**src/rtl/sm_uart_rom_loader_pkg.sv**
```systemverilog
// sm_uart_rom_loader_pkg: shared state encoding and word geometry for the ROM loader.
package sm_uart_rom_loader_pkg;
    typedef enum logic [1:0] {LDR_IDLE, LDR_COLLECT, LDR_FULL} ldrState_t;
    localparam int LDR_WORD_BYTES = 4;
endpackage

```
**src/rtl/sm_uart_rom_loader_if.sv**
```systemverilog
// sm_uart_rom_loader_if: UART byte input, ROM write port and loader status bundle.
interface sm_uart_rom_loader_if #(parameter int ADDR_W = 5);
    logic              load_en;
    logic              rx_valid;
    logic [7:0]        rx_byte;
    logic              wr_en;
    logic [ADDR_W-1:0] wr_addr;
    logic [31:0]       wr_data;
    logic [ADDR_W:0]   words_loaded;
    logic              busy;
    logic              err_partial;
    logic              err_overflow;
    modport master(output load_en, rx_valid, rx_byte,
                   input wr_en, wr_addr, wr_data, words_loaded, busy, err_partial, err_overflow);
    modport slave(input load_en, rx_valid, rx_byte,
                  output wr_en, wr_addr, wr_data, words_loaded, busy, err_partial, err_overflow);
endinterface

```
**src/rtl/sm_uart_rom_loader_timeout.sv**
```systemverilog
// sm_uart_rom_loader_timeout: inter-byte gap counter; pulses tmo after LIMIT idle enabled cycles.
module sm_uart_rom_loader_timeout #(parameter int LIMIT = 40000) (
    input  logic clk,
    input  logic rst,
    input  logic clr,
    input  logic en,
    output logic tmo
);
    generate
        if (LIMIT == 0) begin : gOff
            assign tmo = 1'b0;
        end else begin : gOn
            localparam int W = $clog2(LIMIT + 1);
            logic [W-1:0] cnt;
            // a clearing byte in the expiry cycle wins over the timeout
            assign tmo = en && !clr && cnt == W'(LIMIT - 1);
            always_ff @(posedge clk or posedge rst)
                if (rst) cnt <= '0;
                else if (clr || tmo) cnt <= '0;
                else if (en) cnt <= cnt + 1'b1;
        end
    endgenerate
endmodule

```
**src/rtl/sm_uart_rom_loader.sv**
```systemverilog
// sm_uart_rom_loader: packs UART bytes MSB-first into 32-bit words and writes them
// to consecutive instruction-ROM addresses while the load window is open.
module sm_uart_rom_loader import sm_uart_rom_loader_pkg::*; #(
    parameter int ADDR_W       = 5,
    parameter int BYTE_TIMEOUT = 40000
) (
    input logic clk,
    input logic rst,
    sm_uart_rom_loader_if.slave bus
);
    localparam int CW = $clog2(LDR_WORD_BYTES);
    localparam logic [ADDR_W-1:0] LAST = {ADDR_W{1'b1}};
    ldrState_t state, stateNext;
    logic [CW-1:0] byteCnt;
    logic [23:0] shiftReg;
    logic start, stop, accept, lastByte, timeout;
    always_comb begin
        start     = state == LDR_IDLE && bus.load_en;
        stop      = state != LDR_IDLE && !bus.load_en;
        accept    = bus.rx_valid && (start || (state == LDR_COLLECT && bus.load_en));
        lastByte  = accept && state == LDR_COLLECT && byteCnt == CW'(LDR_WORD_BYTES - 1);
        stateNext = stop ? LDR_IDLE :
                    start ? LDR_COLLECT :
                    (lastByte && bus.wr_addr == LAST) ? LDR_FULL : state;
    end
    sm_uart_rom_loader_timeout #(.LIMIT(BYTE_TIMEOUT)) gapTimer (
        .clk(clk),
        .rst(rst),
        .clr(bus.rx_valid || state == LDR_IDLE),
        .en(state == LDR_COLLECT && byteCnt != '0),
        .tmo(timeout)
    );
    always_ff @(posedge clk or posedge rst)
        if (rst) begin
            state            <= LDR_IDLE;
            byteCnt          <= '0;
            shiftReg         <= '0;
            bus.wr_en        <= 1'b0;
            bus.wr_addr      <= '0;
            bus.wr_data      <= '0;
            bus.words_loaded <= '0;
            bus.busy         <= 1'b0;
            bus.err_partial  <= 1'b0;
            bus.err_overflow <= 1'b0;
        end else begin
            state     <= stateNext;
            bus.busy  <= stateNext != LDR_IDLE;
            bus.wr_en <= lastByte;
            if (stop || timeout) byteCnt <= '0;
            else if (accept) byteCnt <= byteCnt + 1'b1;
            if (accept) shiftReg <= {shiftReg[15:0], bus.rx_byte};
            if (lastByte) bus.wr_data <= {shiftReg, bus.rx_byte};
            if (start) begin
                bus.wr_addr      <= '0;
                bus.words_loaded <= '0;
                bus.err_partial  <= 1'b0;
                bus.err_overflow <= 1'b0;
            end else begin
                // index advances one cycle after the strobe and saturates instead of wrapping
                if (bus.wr_en) begin
                    bus.words_loaded <= bus.words_loaded + 1'b1;
                    if (bus.wr_addr != LAST) bus.wr_addr <= bus.wr_addr + 1'b1;
                end
                if ((stop && byteCnt != '0) || timeout) bus.err_partial <= 1'b1;
                if (state == LDR_FULL && bus.load_en && bus.rx_valid) bus.err_overflow <= 1'b1;
            end
        end
endmodule

```
**src/flat_wrapper.sv**
```systemverilog
// flat-port wrapper written by rule: the top's interface ports become plain ports
module sm_uart_rom_loader_flat import sm_uart_rom_loader_pkg::*;
#(
    parameter int ADDR_W       = 5,
    parameter int BYTE_TIMEOUT = 40000
)
  (clk, rst, bus_load_en, bus_rx_valid, bus_rx_byte, bus_wr_en, bus_wr_addr, bus_wr_data, bus_words_loaded, bus_busy, bus_err_partial, bus_err_overflow);
  sm_uart_rom_loader_if #(.ADDR_W(ADDR_W)) bus_i ();
  input logic clk;
  input logic rst;
  input wire logic [$bits(bus_i.load_en)-1:0] bus_load_en;
  input wire logic [$bits(bus_i.rx_valid)-1:0] bus_rx_valid;
  input wire logic [$bits(bus_i.rx_byte)-1:0] bus_rx_byte;
  output wire logic [$bits(bus_i.wr_en)-1:0] bus_wr_en;
  output wire logic [$bits(bus_i.wr_addr)-1:0] bus_wr_addr;
  output wire logic [$bits(bus_i.wr_data)-1:0] bus_wr_data;
  output wire logic [$bits(bus_i.words_loaded)-1:0] bus_words_loaded;
  output wire logic [$bits(bus_i.busy)-1:0] bus_busy;
  output wire logic [$bits(bus_i.err_partial)-1:0] bus_err_partial;
  output wire logic [$bits(bus_i.err_overflow)-1:0] bus_err_overflow;
  assign bus_i.load_en = bus_load_en;
  assign bus_i.rx_valid = bus_rx_valid;
  assign bus_i.rx_byte = bus_rx_byte;
  assign bus_wr_en = bus_i.wr_en;
  assign bus_wr_addr = bus_i.wr_addr;
  assign bus_wr_data = bus_i.wr_data;
  assign bus_words_loaded = bus_i.words_loaded;
  assign bus_busy = bus_i.busy;
  assign bus_err_partial = bus_i.err_partial;
  assign bus_err_overflow = bus_i.err_overflow;
  sm_uart_rom_loader #(.ADDR_W(ADDR_W), .BYTE_TIMEOUT(BYTE_TIMEOUT)) u_core (.clk(clk), .rst(rst), .bus(bus_i));
endmodule
```
**config.mk**
```make
export PLATFORM = sky130hd
export DESIGN_NAME = sm_uart_rom_loader_flat
export DESIGN_NICKNAME = d
export VERILOG_FILES = /design/src/rtl/sm_uart_rom_loader_pkg.sv /design/src/rtl/sm_uart_rom_loader_if.sv /design/src/rtl/sm_uart_rom_loader_timeout.sv /design/src/rtl/sm_uart_rom_loader.sv /design/src/flat_wrapper.sv
export SDC_FILE = /design/constraint.sdc
export NUM_CORES = 1
export LEC_CHECK = 0
export ABC_AREA = 1
export BUFFER_PORTS_ARGS = -buffer_cell sky130_fd_sc_hd__buf_2
export CAP_MARGIN = 20
export CORE_MARGIN = 1
export CORE_UTILIZATION = 55
export CTS_CLUSTER_DIAMETER = 30
export CTS_CLUSTER_SIZE = 16
export DETAILED_ROUTE_END_ITERATION = 16
export PLACE_DENSITY_LB_ADDON = 0.15
export SYNTH_ARGS = -nofsm -noshare
export SYNTH_HDL_FRONTEND = slang
export SYNTH_SLANG_ARGS = --single-unit
```
**constraint.sdc**
```tcl
create_clock -name clk -period 6.3 [get_ports clk]
set_input_delay 1.89 -clock clk [delete_from_list [all_inputs] [get_ports clk]]
set_output_delay 1.89 -clock clk [all_outputs]
set_load 0.01 [all_outputs]
```
==> results of run 1 <==
logic make-up (layout without fill, tap and decap cells):
kind of cell | after synthesis | after routing | share of synthesized area
buf+inv | 75 | 136 | 0.0808
flops | 91 | 91 | 0.563
fa+ha+maj | 6 | 6 | 0.0186
compound gates | 79 | 79 | 0.114
xor+xnor | 7 | 7 | 0.0152
simple gates | 201 | 201 | 0.209
synth_stat cells:
cell	number
sky130_fd_sc_hd__o21ai_2	14
sky130_fd_sc_hd__clkbuf_1	6
sky130_fd_sc_hd__ha_1	6
sky130_fd_sc_hd__nand3b_1	1
sky130_fd_sc_hd__o21ai_0	43
sky130_fd_sc_hd__xor2_1	4
sky130_fd_sc_hd__o21bai_1	1
sky130_fd_sc_hd__nor3_2	1
sky130_fd_sc_hd__dfrtp_1	91
sky130_fd_sc_hd__buf_2	3
sky130_fd_sc_hd__a21oi_1	12
sky130_fd_sc_hd__buf_4	1
sky130_fd_sc_hd__nor3_1	8
sky130_fd_sc_hd__a21boi_1	1
sky130_fd_sc_hd__nor2_1	37
sky130_fd_sc_hd__inv_2	3
sky130_fd_sc_hd__a21boi_0	1
sky130_fd_sc_hd__nor2_2	1
sky130_fd_sc_hd__nor3b_1	1
sky130_fd_sc_hd__inv_1	57
sky130_fd_sc_hd__nor2_4	1
sky130_fd_sc_hd__nand4_1	4
sky130_fd_sc_hd__nand2_1	119
sky130_fd_sc_hd__nand3_1	26
sky130_fd_sc_hd__o221ai_1	1
sky130_fd_sc_hd__nand3_2	2
sky130_fd_sc_hd__o21ai_1	6
sky130_fd_sc_hd__buf_6	5
sky130_fd_sc_hd__xnor2_1	3
layer usage:
metal	part of all wire	vias to the layer above
met2	0.49	57
li1	-	1565
met1	0.47	1490
met5	0	-
met4	0.0077	0
met3	0.034	7
worst register-to-register path, cell delays in order, from the launching register on:
cell and delay, ps:
sky130_fd_sc_hd__dfrtp_1 400, sky130_fd_sc_hd__inv_2 100, sky130_fd_sc_hd__nand3_2 640, sky130_fd_sc_hd__nor3_2 780, sky130_fd_sc_hd__inv_2 560, sky130_fd_sc_hd__nand2_1 250
sky130_fd_sc_hd__o21ai_2 70
state kept, by name, summed over array words and instances, names as in the netlist:
signal,flops
u_core.shiftReg,24
u_core.gapTimer.gOn.cnt,16
u_core.bus.err_overflow,1
u_core.state,2
u_core.bus.wr_en,1
u_core.bus.words_loaded,6
u_core.bus.wr_addr,5
u_core.byteCnt,2
u_core.bus.err_partial,1
u_core.bus.busy,1
u_core.bus.wr_data,32
worst max path at each step:
stage	slack [ps]	end	startpoint	cells past startpoint
after floorplan	2050	u_core.bus.busy	rst	1
after global placement	1890	u_core.bus.wr_data[3]	bus_load_en	6
after detailed placement	1800	u_core.bus.wr_data[19]	bus_load_en	5
after CTS	2160	u_core.bus.wr_data[18]	bus_load_en	6
after global routing	1760	u_core.bus.wr_data[20]	bus_load_en	6
final	2150	u_core.bus.wr_data[9]	bus_load_en	6
layout by cell type, fill, tap and decap left out, types with 10 or more instances in the layout:
cell / netlist / final
sky130_fd_sc_hd__nor2_1: 37 / 37
sky130_fd_sc_hd__dfrtp_1: 91 / 91
sky130_fd_sc_hd__o21ai_0: 43 / 43
sky130_fd_sc_hd__nand2_1: 119 / 119
sky130_fd_sc_hd__buf_2: 3 / 58
sky130_fd_sc_hd__o21ai_2: 14 / 14
sky130_fd_sc_hd__nand3_1: 26 / 26
sky130_fd_sc_hd__a21oi_1: 12 / 12
sky130_fd_sc_hd__clkbuf_8: 0 / 10
sky130_fd_sc_hd__inv_1: 57 / 56
final cells by class:
type,instances,share of cell area
Inverter,60,0.0493
Sequential cell,91,0.496
Clock inverter,6,0.0139
Timing Repair Buffer,60,0.0709
Multi-Input combinational cell,293,0.314
Clock buffer,10,0.0300
Tap cell,96,0.0262
through the flow:
step	power (mW)	utilization	hold slack, ps
after floorplan	0.931	-	449
after global placement	1.03	0.628	443
after detailed placement	1.05	0.628	457
after CTS	1.44	0.657	469
after global routing	1.52	0.661	482
final	1.43	0.661	462
power groups by stage:
stage	clock [mW]	combinational (mW)	sequential, mW
final	0.396	0.290	0.742
after global routing	0.433	0.330	0.756
after CTS	0.405	0.293	0.744
after detailed placement	0	0.293	0.754
after global placement	0	0.280	0.752
after floorplan	0	0.154	0.776
==> metrics list, run 1 <==
* Outcome: complete, no violations
* DP Cell Count: 599
* Most area-consuming cells after synthesis: sky130_fd_sc_hd__dfrtp_1 56%, sky130_fd_sc_hd__nand2_1 11%, sky130_fd_sc_hd__o21ai_0 5.3%
- Setup repair after global routing left no endpoint under its margin.
- Reg-to-Reg End: u_core.bus.wr_data[9]
- Crit-path max cell delay: 780 ps
- For met2 alone, demand over resource in global routing was 0.375.
- WP data required: 6500 ps
* Overall die area: approximately 0.0077 mm²
- For this design, the slowest cell found on the critical path is sky130_fd_sc_hd__nor3_2.
- Busiest layer in global routing: met2
- The startpoint identified for the worst hold timing path is u_core.bus.words_loaded[5].
- The count of nets left with antenna violations once routing finished came out at 0.
* Pre-CTS setup slack: between 1500 and 2000 ps
- The final-report max-slew violation count was 0.
- TritonCTS built the clock tree.
* Cell accounting for the most synthesized area: sky130_fd_sc_hd__dfrtp_1
* Site Rows: 30
- Endpoint arrival time on the critical path: roughly 4400 ps
- Clock insertion delay at the later pin of the skew report: 350 ps
- Summing all flip-flop and latch instances after layout gives 0.00228 mm².
* Initial cell density of the core: 0.582
- Kind of end point of the critical path: flop
- For this run, the total global-route usage over all layers was measured as 0.220.
- Max-cap violations: 0
- In this run the tightest slew margin relative to its limit is 0.329.
- Final wirelength: 7680 µm
- R2R Path Start: u_core.state[1]
- Cell at the root of the clock tree: sky130_fd_sc_hd__clkbuf_8
- Number of antenna violations at the first check in global routing: 0
* Routability congestion estimate: about 0.8
- Proportion of layout cells with a drive suffix above 1: 0.190
* Detail-routed via count per cell: between 5 and 6
- After filler insertion, the fill cell instance count of the layout stands at 589.
- Class of the most critical hold timing path: flop to flop
* Shortest period the worst path allows: 4150 ps
- Before antenna repair, the detailed router went through 4 iterations.
- Internal power comes to ~990 µW.
- DR WL/cell: 12.5 µm
* Pin count of the biggest net entering global routing: 64
- Bufs on Longest Clock Path: 2
* Net switching power: 437 µW
- Setup violations remaining at the end of the flow were counted as 0.
- Post-route clock skew: approximately 11 ps
- Area grow syn2layout: 13.5%
* Hold Path Cell Cnt: 1
- In this run the cell area of the synthesized design comes to between 0.004 and 0.005 mm².
- Yosys mapped the design onto 29 distinct sky130hd cell types.
- Of the total power, combinational logic draws 0.203.
- The repair_antennas step left the layout with diodes totalling 0.
* DRC violation count after routing: 0
- Number of buffers and inverters on the critical path: 2
- The core region is 0.00694 mm².
- Setup fix buffers added after clock tree synthesis: 0
- Multi-input gate area in the final layout: between 0.001 and 0.0015 mm²
* Die width: 87.7 µm
- Number of sinks on the clock net: 91
- Hold Vio Cnt, Final: 0
* Depth of the worst register-to-register path: 6
* Final worst-path cycle share: 0.659
- The wire-length estimate of the detail-placed layout is approximately 5300 µm.
- Input and output buffers added on the ports amount to 58.
* Clock-pin slew on the worst setup and hold paths: approximately 90 ps
* I/O Pins: 59
- After the last flow step, the layout net total stands at around 530.
- Hold EP: u_core.bus.words_loaded[5]
- Counting the buffers created by CTS gives 9.
- Crit Path Class: input pin to flop
- Gates resized during post-CTS repair numbered 0.
- VDD sags by at most 0.247 mV.
- Dominant delay contributor by cell family on the critical path: simple AND/OR/NAND/NOR gates
- The finished cells cover 0.00459 mm².
* Number of non-filler instances in the completed layout: between 600 and 700
* Setup TNS after final layout: 0 ps
- Synth top area share: 0.563
* Yosys reg bits: slightly above 90
* Via count of the first global-routing pass: 3012
- List of cells traversed by the critical path: buf_2 -> nand3_2 -> nor3_2 -> inv_2 -> nand2_1 -> o21ai_2
* Count of mapped cells out of synthesis: 459
- Portion of total power attributed to the clock network: 0.277
* Crit path launch type: input pin
- Dividing the synthesized area by the synthesized cell count gives 8.81 µm².
- Die span in y: 87.7 µm
- Met3 GRT Util: 0.0462
- Fmax achieved: 241 MHz
- Power per standard cell area: 311 mW/mm²
* Synth warn: 0
* # hold bufs at CTS: 0
- For this block, the initial DRC count from the detailed router was 104.
* Share of synthesized area occupied by flip-flops and latches: 0.563
- First-pass GRT wire length: 13200 µm
- For this run the aggregate overflow at the end of global routing stands at 0.
* Met1 Resource Use GR: 0.283
* Placed Area: 0.00436 mm²
- CTS built an H-tree with a depth of 3.
- The number of nets in the synthesized netlist is 477.
* Transition time of the tightest slew-check pin: approximately 1000 ps
* Top fanout value on the critical path: 56
- Of the total power, the share spent switching nets is 0.306.
- Across all layers, the routed design uses 3119 vias.
- Of the total power, registers draw 0.520.
* Worst reg2reg setup slack: approximately 3400 ps
- Final worst slack: 2150 ps
- Summed over all cells, the static leakage comes to 2.33 nW.
Power figures use the tool's default switching activity.
==> run 2: changes to the inputs <==
==> constraint.sdc (replaced) <==
create_clock -name clk -period 3.9 [get_ports clk]
set_input_delay 1.17 -clock clk [delete_from_list [all_inputs] [get_ports clk]]
set_output_delay 1.17 -clock clk [all_outputs]
set_load 0.01 [all_outputs]
==> run 2 against run 1 <==
- count of clock-buffer cells in the layout unchanged
- worst setup slack worse by 560 ps
- critical path depth grew 2
- first-iteration DRC count fell by 5.8%
- critical endpoint is now u_core.bus.wr_data[23]
- non-clock buffer count grew 2
- combinational power up 60%
- highest routed layer unchanged
- sequential share of layout area fell by 0.081 points
- design area increased by 0.16%
==> metrics list, run 2 (synthesized netlist as in run 1, its figures left out) <==
- Worst Setup EP: u_core.bus.wr_data[23]
* R2R Path Start: u_core.byteCnt[0]
- Global Route Usage Sum: 0.217 (-0.00230)
* Cell at the root of the clock tree: sky130_fd_sc_hd__clkbuf_8
- Total power consumption of the routed design: 2.30 mW (+61%)
* Maximum vdd drop: 0.297 mV (+20%)
- Transition time of the tightest slew-check pin: 711 ps (-294 ps)
- Top Registers: u_core.bus.wr_data x32, u_core.shiftReg x24, u_core.gapTimer.gOn.cnt x16
* Detail-routed via count per cell: 4.99 (-1.5%)
- Utilization after layout: 0.662 (+0.00108)
- Leaving out fill and tap cells, the most frequent cell in the layout is sky130_fd_sc_hd__nand2_1.
* Top fanout value on the critical path: 32 (-43%)
- The latest clock arrival within the worst-skew pair is 340 ps (about the same).
- Setup fix buffers added after clock tree synthesis: 0 (unchanged)
* Kind of end point of the critical path: flop
- Core region area: 0.00694 mm² (unchanged)
* Setup-violating endpoint count in the final report: 0 (unchanged)
* Overall die area: 0.00770 mm² (unchanged)
* Site Rows: 30 (unchanged)
* Worst reg2reg setup slack: 1980 ps (-1380 ps)
- In the layout the commonest cells are 119 x sky130_fd_sc_hd__nand2_1, 91 x sky130_fd_sc_hd__dfrtp_1, 58 x sky130_fd_sc_hd__buf_2.
- Static leakage: 2.34 nW (+0.26%)
- The count of port buffers added during placement is 58 (unchanged).
* Flop pwr share: 0.519 (about the same)
- Bufs on Longest Clock Path: 2 (unchanged)
- Total vias in the final route: 3082 (-1.2%)
- The post-route clock skew was 7.16 ps (-3.84 ps).
* Depth of the worst register-to-register path: 8 (+2)
* Fmax achieved: 433 MHz
* Antenna Diode Count: 0 (unchanged)
- Pin count of the biggest net entering global routing: 53 (-17%)
- Headroom to the max-slew limit: 0.525 (+0.197)
- Gate power share: 0.202 (about the same)
* Initial DRC Count: 98 (-5.8%)
* Crit Path Class: input pin to flop
- WP data required: 4170 ps (-2330 ps)
* Proportion of layout cells with a drive suffix above 1: 0.193 (+0.00310)
* Routed Antenna Nets: 0 (unchanged)
* Worst hold margin: 456 ps (-5.54 ps)
* Class of the most critical hold timing path: flop to flop
- Detailed-router iteration count before antenna repair: 4 (unchanged)
* Half-perimeter wire length of the detailed placement result: 5210 µm (-1.2%)
- Number of fillers in the final layout: 601 (+2.0%)
* Outcome: complete, no violations
- Biggest register: u_core.bus.wr_data
- The average routed wire per standard cell was 12.2 µm (-2.0%).
- The final-report max-slew violation count was 0 (unchanged).
* Shortest period the worst path allows: 2310 ps
- Final wirelength: 7540 µm (-1.7%)
- The total grt overflow is 0 (unchanged).
* Reg-to-Reg End: u_core.bus.wr_data[23]
* # hold bufs at CTS: 0 (unchanged)
- CTS tree: yes
* Initial cell density of the core: 0.582 (unchanged)
- Compared with the post-synthesis result, the final layout area differs by 13.7%.
- The post-detailed-route DRC marker count came to 0 (unchanged).
* Number of sinks on the clock net: 91 (unchanged)
- Net switching power: 705 µW (+61%)
- Internal: 1.60 mW (+61%)
* Portion of total power attributed to the clock network: 0.279 (+0.002)
* Setup TNS after final layout: 0 ps (unchanged)
- Via count of the first global-routing pass: 2984 (-0.93%)
* Endpoint arrival time on the critical path: 2580 ps (-1770 ps)
- Cts bufs inserted: 9 (unchanged)
- The number of antenna violations at the first check in global routing is 0 (unchanged).
- The placer's final routability congestion estimate came to 0.822 (+5.3%).
- Max-cap violations: 0 (unchanged)
- Setup repair after global routing left no endpoint under its margin.
- Of the available clock period, the critical path in the final layout requires 0.592.
- The number of flip-flops under the largest register name was 32 (unchanged).
- Crit path launch type: input pin
* Final-stage net count: 535 (+0.38%)
- The global-route wire length before repair was 13000 µm (-1.6%).
- The number of instances resized during post-cts repair was 0 (unchanged).
* I/O Pins: 59 (unchanged)
- The count of H-tree levels built during CTS came to 3 (unchanged).
- Hold Vio Cnt, Final: 0 (unchanged)
* Fraction of power spent switching nets: 0.306 (-0.000461)
* Die width: 87.7 µm (unchanged)
- Power per standard cell area: 501 mW/mm² (+61%)
* Die span in y: 87.7 µm (unchanged)
- Clock-pin slew on the worst setup and hold paths: 90 ps (about the same)
- Start point of the critical path: bus_load_en
run 2: through the flow:
step	instances	instance area, µm²	worst slack (ps)
after floorplan	459	4040	366
after global placement	602	4400	1250
after detailed placement	602	4400	1220
after CTS	618	4600	1580
after global routing	618	4600	1410
final	618	4600	1590
run 2: metal layers:
layer / share of wire / vias to the layer above / track usage
met1: 0.47 / 1455 / 0.276
li1: - / 1572 / -
met3: 0.034 / 4 / 0.0481
met4: 0.0069 / 0 / 0.0551
met2: 0.49 / 51 / 0.378
met5: 0 / - / 0
run 2: cell type report:
cell class                      count  area [µm²]  share of cell area
Sequential cell                    91        2280               0.495
Multi-Input combinational cell    293        1440               0.313
Timing Repair Buffer               62         333              0.0724
Inverter                           60         226              0.0493
Clock buffer                       10         138              0.0299
Tap cell                           96         120              0.0261
Clock inverter                      6        63.8              0.0139
run 2: worst min path at each step:
stage | start | end | slack, ps | cells after the start
CTS | u_core.bus.words_loaded[5] | u_core.bus.words_loaded[5] | 460 | 1
global placement | u_core.bus.words_loaded[5] | u_core.bus.words_loaded[5] | 440 | 1
finish | u_core.bus.words_loaded[5] | u_core.bus.words_loaded[5] | 460 | 1
global route | u_core.bus.words_loaded[5] | u_core.bus.words_loaded[5] | 490 | 1
detailed placement | u_core.bus.words_loaded[5] | u_core.bus.words_loaded[5] | 450 | 1
floorplan | u_core.shiftReg[16] | u_core.bus.wr_data[24] | 450 | 2
run 2: critical path: stages:
cell                      delay [ps]
sky130_fd_sc_hd__buf_2           130
sky130_fd_sc_hd__nand3_2          90
sky130_fd_sc_hd__nor3_2           40
sky130_fd_sc_hd__buf_4           160
sky130_fd_sc_hd__inv_2           400
sky130_fd_sc_hd__buf_4           390
sky130_fd_sc_hd__nand2_1         110
sky130_fd_sc_hd__o21ai_2          70
run 2: power by group through the flow:
stage	sequential, mW	clock (mW)	combinational [mW]
after CTS	1.20	0.658	0.474
after floorplan	1.25	0	0.249
after global routing	1.22	0.694	0.530
after global placement	1.21	0	0.460
after detailed placement	1.21	0	0.472
final	1.20	0.643	0.465
==> run 3: changes to the inputs <==
==> constraint.sdc (replaced) <==
create_clock -name clk -period 2.3 [get_ports clk]
set_input_delay 0.69 -clock clk [delete_from_list [all_inputs] [get_ports clk]]
set_output_delay 0.69 -clock clk [all_outputs]
set_load 0.01 [all_outputs]
==> run 3 against run 2 <==
- non-clock buffer count increased by 3
- worst hold slack worse by 72 ps
- clock skew shrank 1.8 ps
- highest routed layer unchanged
==> metrics list, run 3 (synthesized netlist as in run 1, its figures left out) <==
- The flow ran to the end, and the final reports show no timing, DRC or antenna violations.
- The half-perimeter wire length after detailed placement is 5550 µm (+6.4%).
* Site Rows: 30 (unchanged)
- The peak supply drop was 0.634 mV (+110%).
- The starting density of the core was 0.582 (unchanged).
* Overall die area: 0.00770 mm² (unchanged)
- From synthesis to final layout, the design area changed by 16.3%.
- Of the available clock period, the critical path in the final layout requires 0.807.
* DR WL/cell: 12.7 µm (+4.1%)
* Proportion of layout cells with a drive suffix above 1: 0.198 (+0.00461)
- The transition time at the pin with the least slew margin came to 1010 ps (+294 ps).
- The library cell used most frequently in the layout, excluding fill and tap cells, is sky130_fd_sc_hd__nand2_1.
* Fmax achieved: approximately 540 MHz
* Headroom to the max-slew limit: 0.329 (-0.196)
- The area of the core was 0.00694 mm² (unchanged).
- Setup repair after global routing left no endpoint under its margin.
- Cell at the root of the clock tree: sky130_fd_sc_hd__clkbuf_8
- The number of failing hold endpoints at the final stage came to 0 (unchanged).
- Commonest non-fill, non-tap cells in the layout: 119 x sky130_fd_sc_hd__nand2_1, 91 x sky130_fd_sc_hd__dfrtp_1, 58 x sky130_fd_sc_hd__buf_2
- The global-route wire length before repair was 13700 µm (+5.6%).
- Total vias in the final route: 3195 (+3.7%)
- The number of flip-flops under the largest register name is 32 (unchanged).
* Number of sinks on the clock net: 91 (unchanged)
- The latest clock arrival within the worst-skew pair was 350 ps (about the same).
- The maximum buffer depth of the clock tree was 2 (unchanged).
- Kind of end point of the critical path: flop
- WP data required: 2480 ps (-1690 ps)
- The overall die width is 87.7 µm (unchanged).
- The critical path is of the flop to flop type.
- Count of H-tree levels built during CTS: 3 (unchanged)
* Clock-pin slew on the worst setup and hold paths: 90 ps (about the same)
* Total grt overflow: 0 (unchanged)
- Class of the most critical hold timing path: input pin to async pin
* Routed Antenna Nets: 0 (unchanged)
- TritonCTS built the clock tree.
- Detail-routed via count per cell: 5.14 (+3.2%)
* Antenna Diode Count: 0 (unchanged)
- Global Route Usage Sum: 0.233 (+0.0152)
- Routability congestion estimate: 0.873 (+6.2%)
- The register with the most flip-flops in the final layout is u_core.bus.wr_data.
- The final worst hold slack came to 384 ps (-72.0 ps).
- Placed Area: 0.00442 mm² (+0.57%)
* Pin count of the biggest net entering global routing: 57 (+7.5%)
* Number of fillers in the final layout: 591 (-1.7%)
- The area of all placed cells without fillers is 0.00470 mm² (+2.3%).
- Setup TNS after final layout: 0 ps (unchanged)
- The number of DRC markers after the initial detailed-route iteration was 191 (+95%).
* Final-stage net count: 538 (+0.56%)
- Max-cap violations: 0 (unchanged)
* Post-cts repair resize count: 0 (unchanged)
* Via count of the first global-routing pass: 3010 (+0.87%)
- Endpoint arrival time on the critical path: 2040 ps (-540 ps)
- Number of antenna violations at the first check in global routing: 0 (unchanged)
- The post-CTS setup-driven buffer insertion count came to 0 (unchanged).
- Top Registers: u_core.bus.wr_data x32, u_core.shiftReg x24, u_core.gapTimer.gOn.cnt x16
* Top fanout value on the critical path: 56 (+75%)
* Power per standard cell area: 914 mW/mm² (+82%)
- DRC violation count after routing: 0 (unchanged)
- The total of hold buffers inserted after clock tree synthesis is 0 (unchanged).
* Total power consumption of the routed design: 4.30 mW (+86%)
- Setup-violating endpoint count in the final report: 0 (unchanged)
- Die span in y: 87.7 µm (unchanged)
* I/O Pins: 59 (unchanged)
- The post-route clock skew came to 5.35 ps (-1.81 ps).
* Static leakage: 2.39 nW (+2.3%)
- Port bufs: 58 (unchanged)
- Detailed-router iteration count before antenna repair: 4 (unchanged)
- Max Transition Viols Final: 0 (unchanged)
- Shortest period the worst path allows: around 1900 ps
* Cts bufs inserted: 9 (unchanged)
- The combined flip-flop and latch cell area came to 0.00228 mm² (unchanged).
- The worst setup path is launched from a flop.
- Multi-input gate area in the final layout: 0.00144 mm² (unchanged)
- The aggregate routed wire length was 7890 µm (+4.6%).
## run 3: layout make-up
type	instances	area share
Tap cell	96	0.0255
Multi-Input combinational cell	293	0.306
Clock inverter	5	0.0279
Sequential cell	91	0.484
Timing Repair Buffer	65	0.0756
Clock buffer	11	0.0322
Inverter	60	0.0487
## run 3: stage by stage
| stage | setup WS, ps | util | cells |
|---|---|---|---|
| after floorplan | 546 | - | 459 |
| after global placement | 307 | 0.637 | 605 |
| after detailed placement | 223 | 0.637 | 605 |
| after CTS | 409 | 0.677 | 621 |
| after global routing | 306 | 0.677 | 621 |
| final | 444 | 0.677 | 621 |
## run 3: path summary, 6_finish.rpt
| path | start | end | slack, ps | depth (start not counted) |
|---|---|---|---|---|
| max | u_core.byteCnt[0] | u_core.bus.wr_data[18] | 440 | 5 |
| min | rst | u_core.bus.wr_data[4] | 380 | 2 |
| max reg2reg | u_core.byteCnt[0] | u_core.bus.wr_data[18] | 440 | 5 |
| min reg2reg | u_core.bus.words_loaded[5] | u_core.bus.words_loaded[5] | 470 | 1 |
| max in group asynchronous | rst | u_core.gapTimer.gOn.cnt[13] | 1330 | 3 |
| min in group clk | u_core.bus.words_loaded[5] | u_core.bus.words_loaded[5] | 470 | 1 |
## run 3: metal layers
layer | track usage | share of wire | up-vias
met5 | 0 | 0 | -
met4 | 0.0954 | 0.020 | 0
met3 | 0.0471 | 0.033 | 13
met2 | 0.398 | 0.51 | 59
met1 | 0.289 | 0.44 | 1548
li1 | - | - | 1575
## run 3: where the power goes
group          switching [mW]  leakage (nW)  internal [mW]  total, mW
Clock                   0.558         0.142          0.899       1.46
Sequential              0.157          1.23           1.87       2.03
Combinational           0.491          1.03          0.320      0.811
Total                    1.21          2.39           3.09       4.30
## run 3: critical path, cell delays in order (launching register included)
cell and delay, ps:
sky130_fd_sc_hd__dfrtp_1 420, sky130_fd_sc_hd__ha_1 210, sky130_fd_sc_hd__inv_1 70, sky130_fd_sc_hd__nor3_2 50, sky130_fd_sc_hd__inv_2 720, sky130_fd_sc_hd__o21ai_0 210
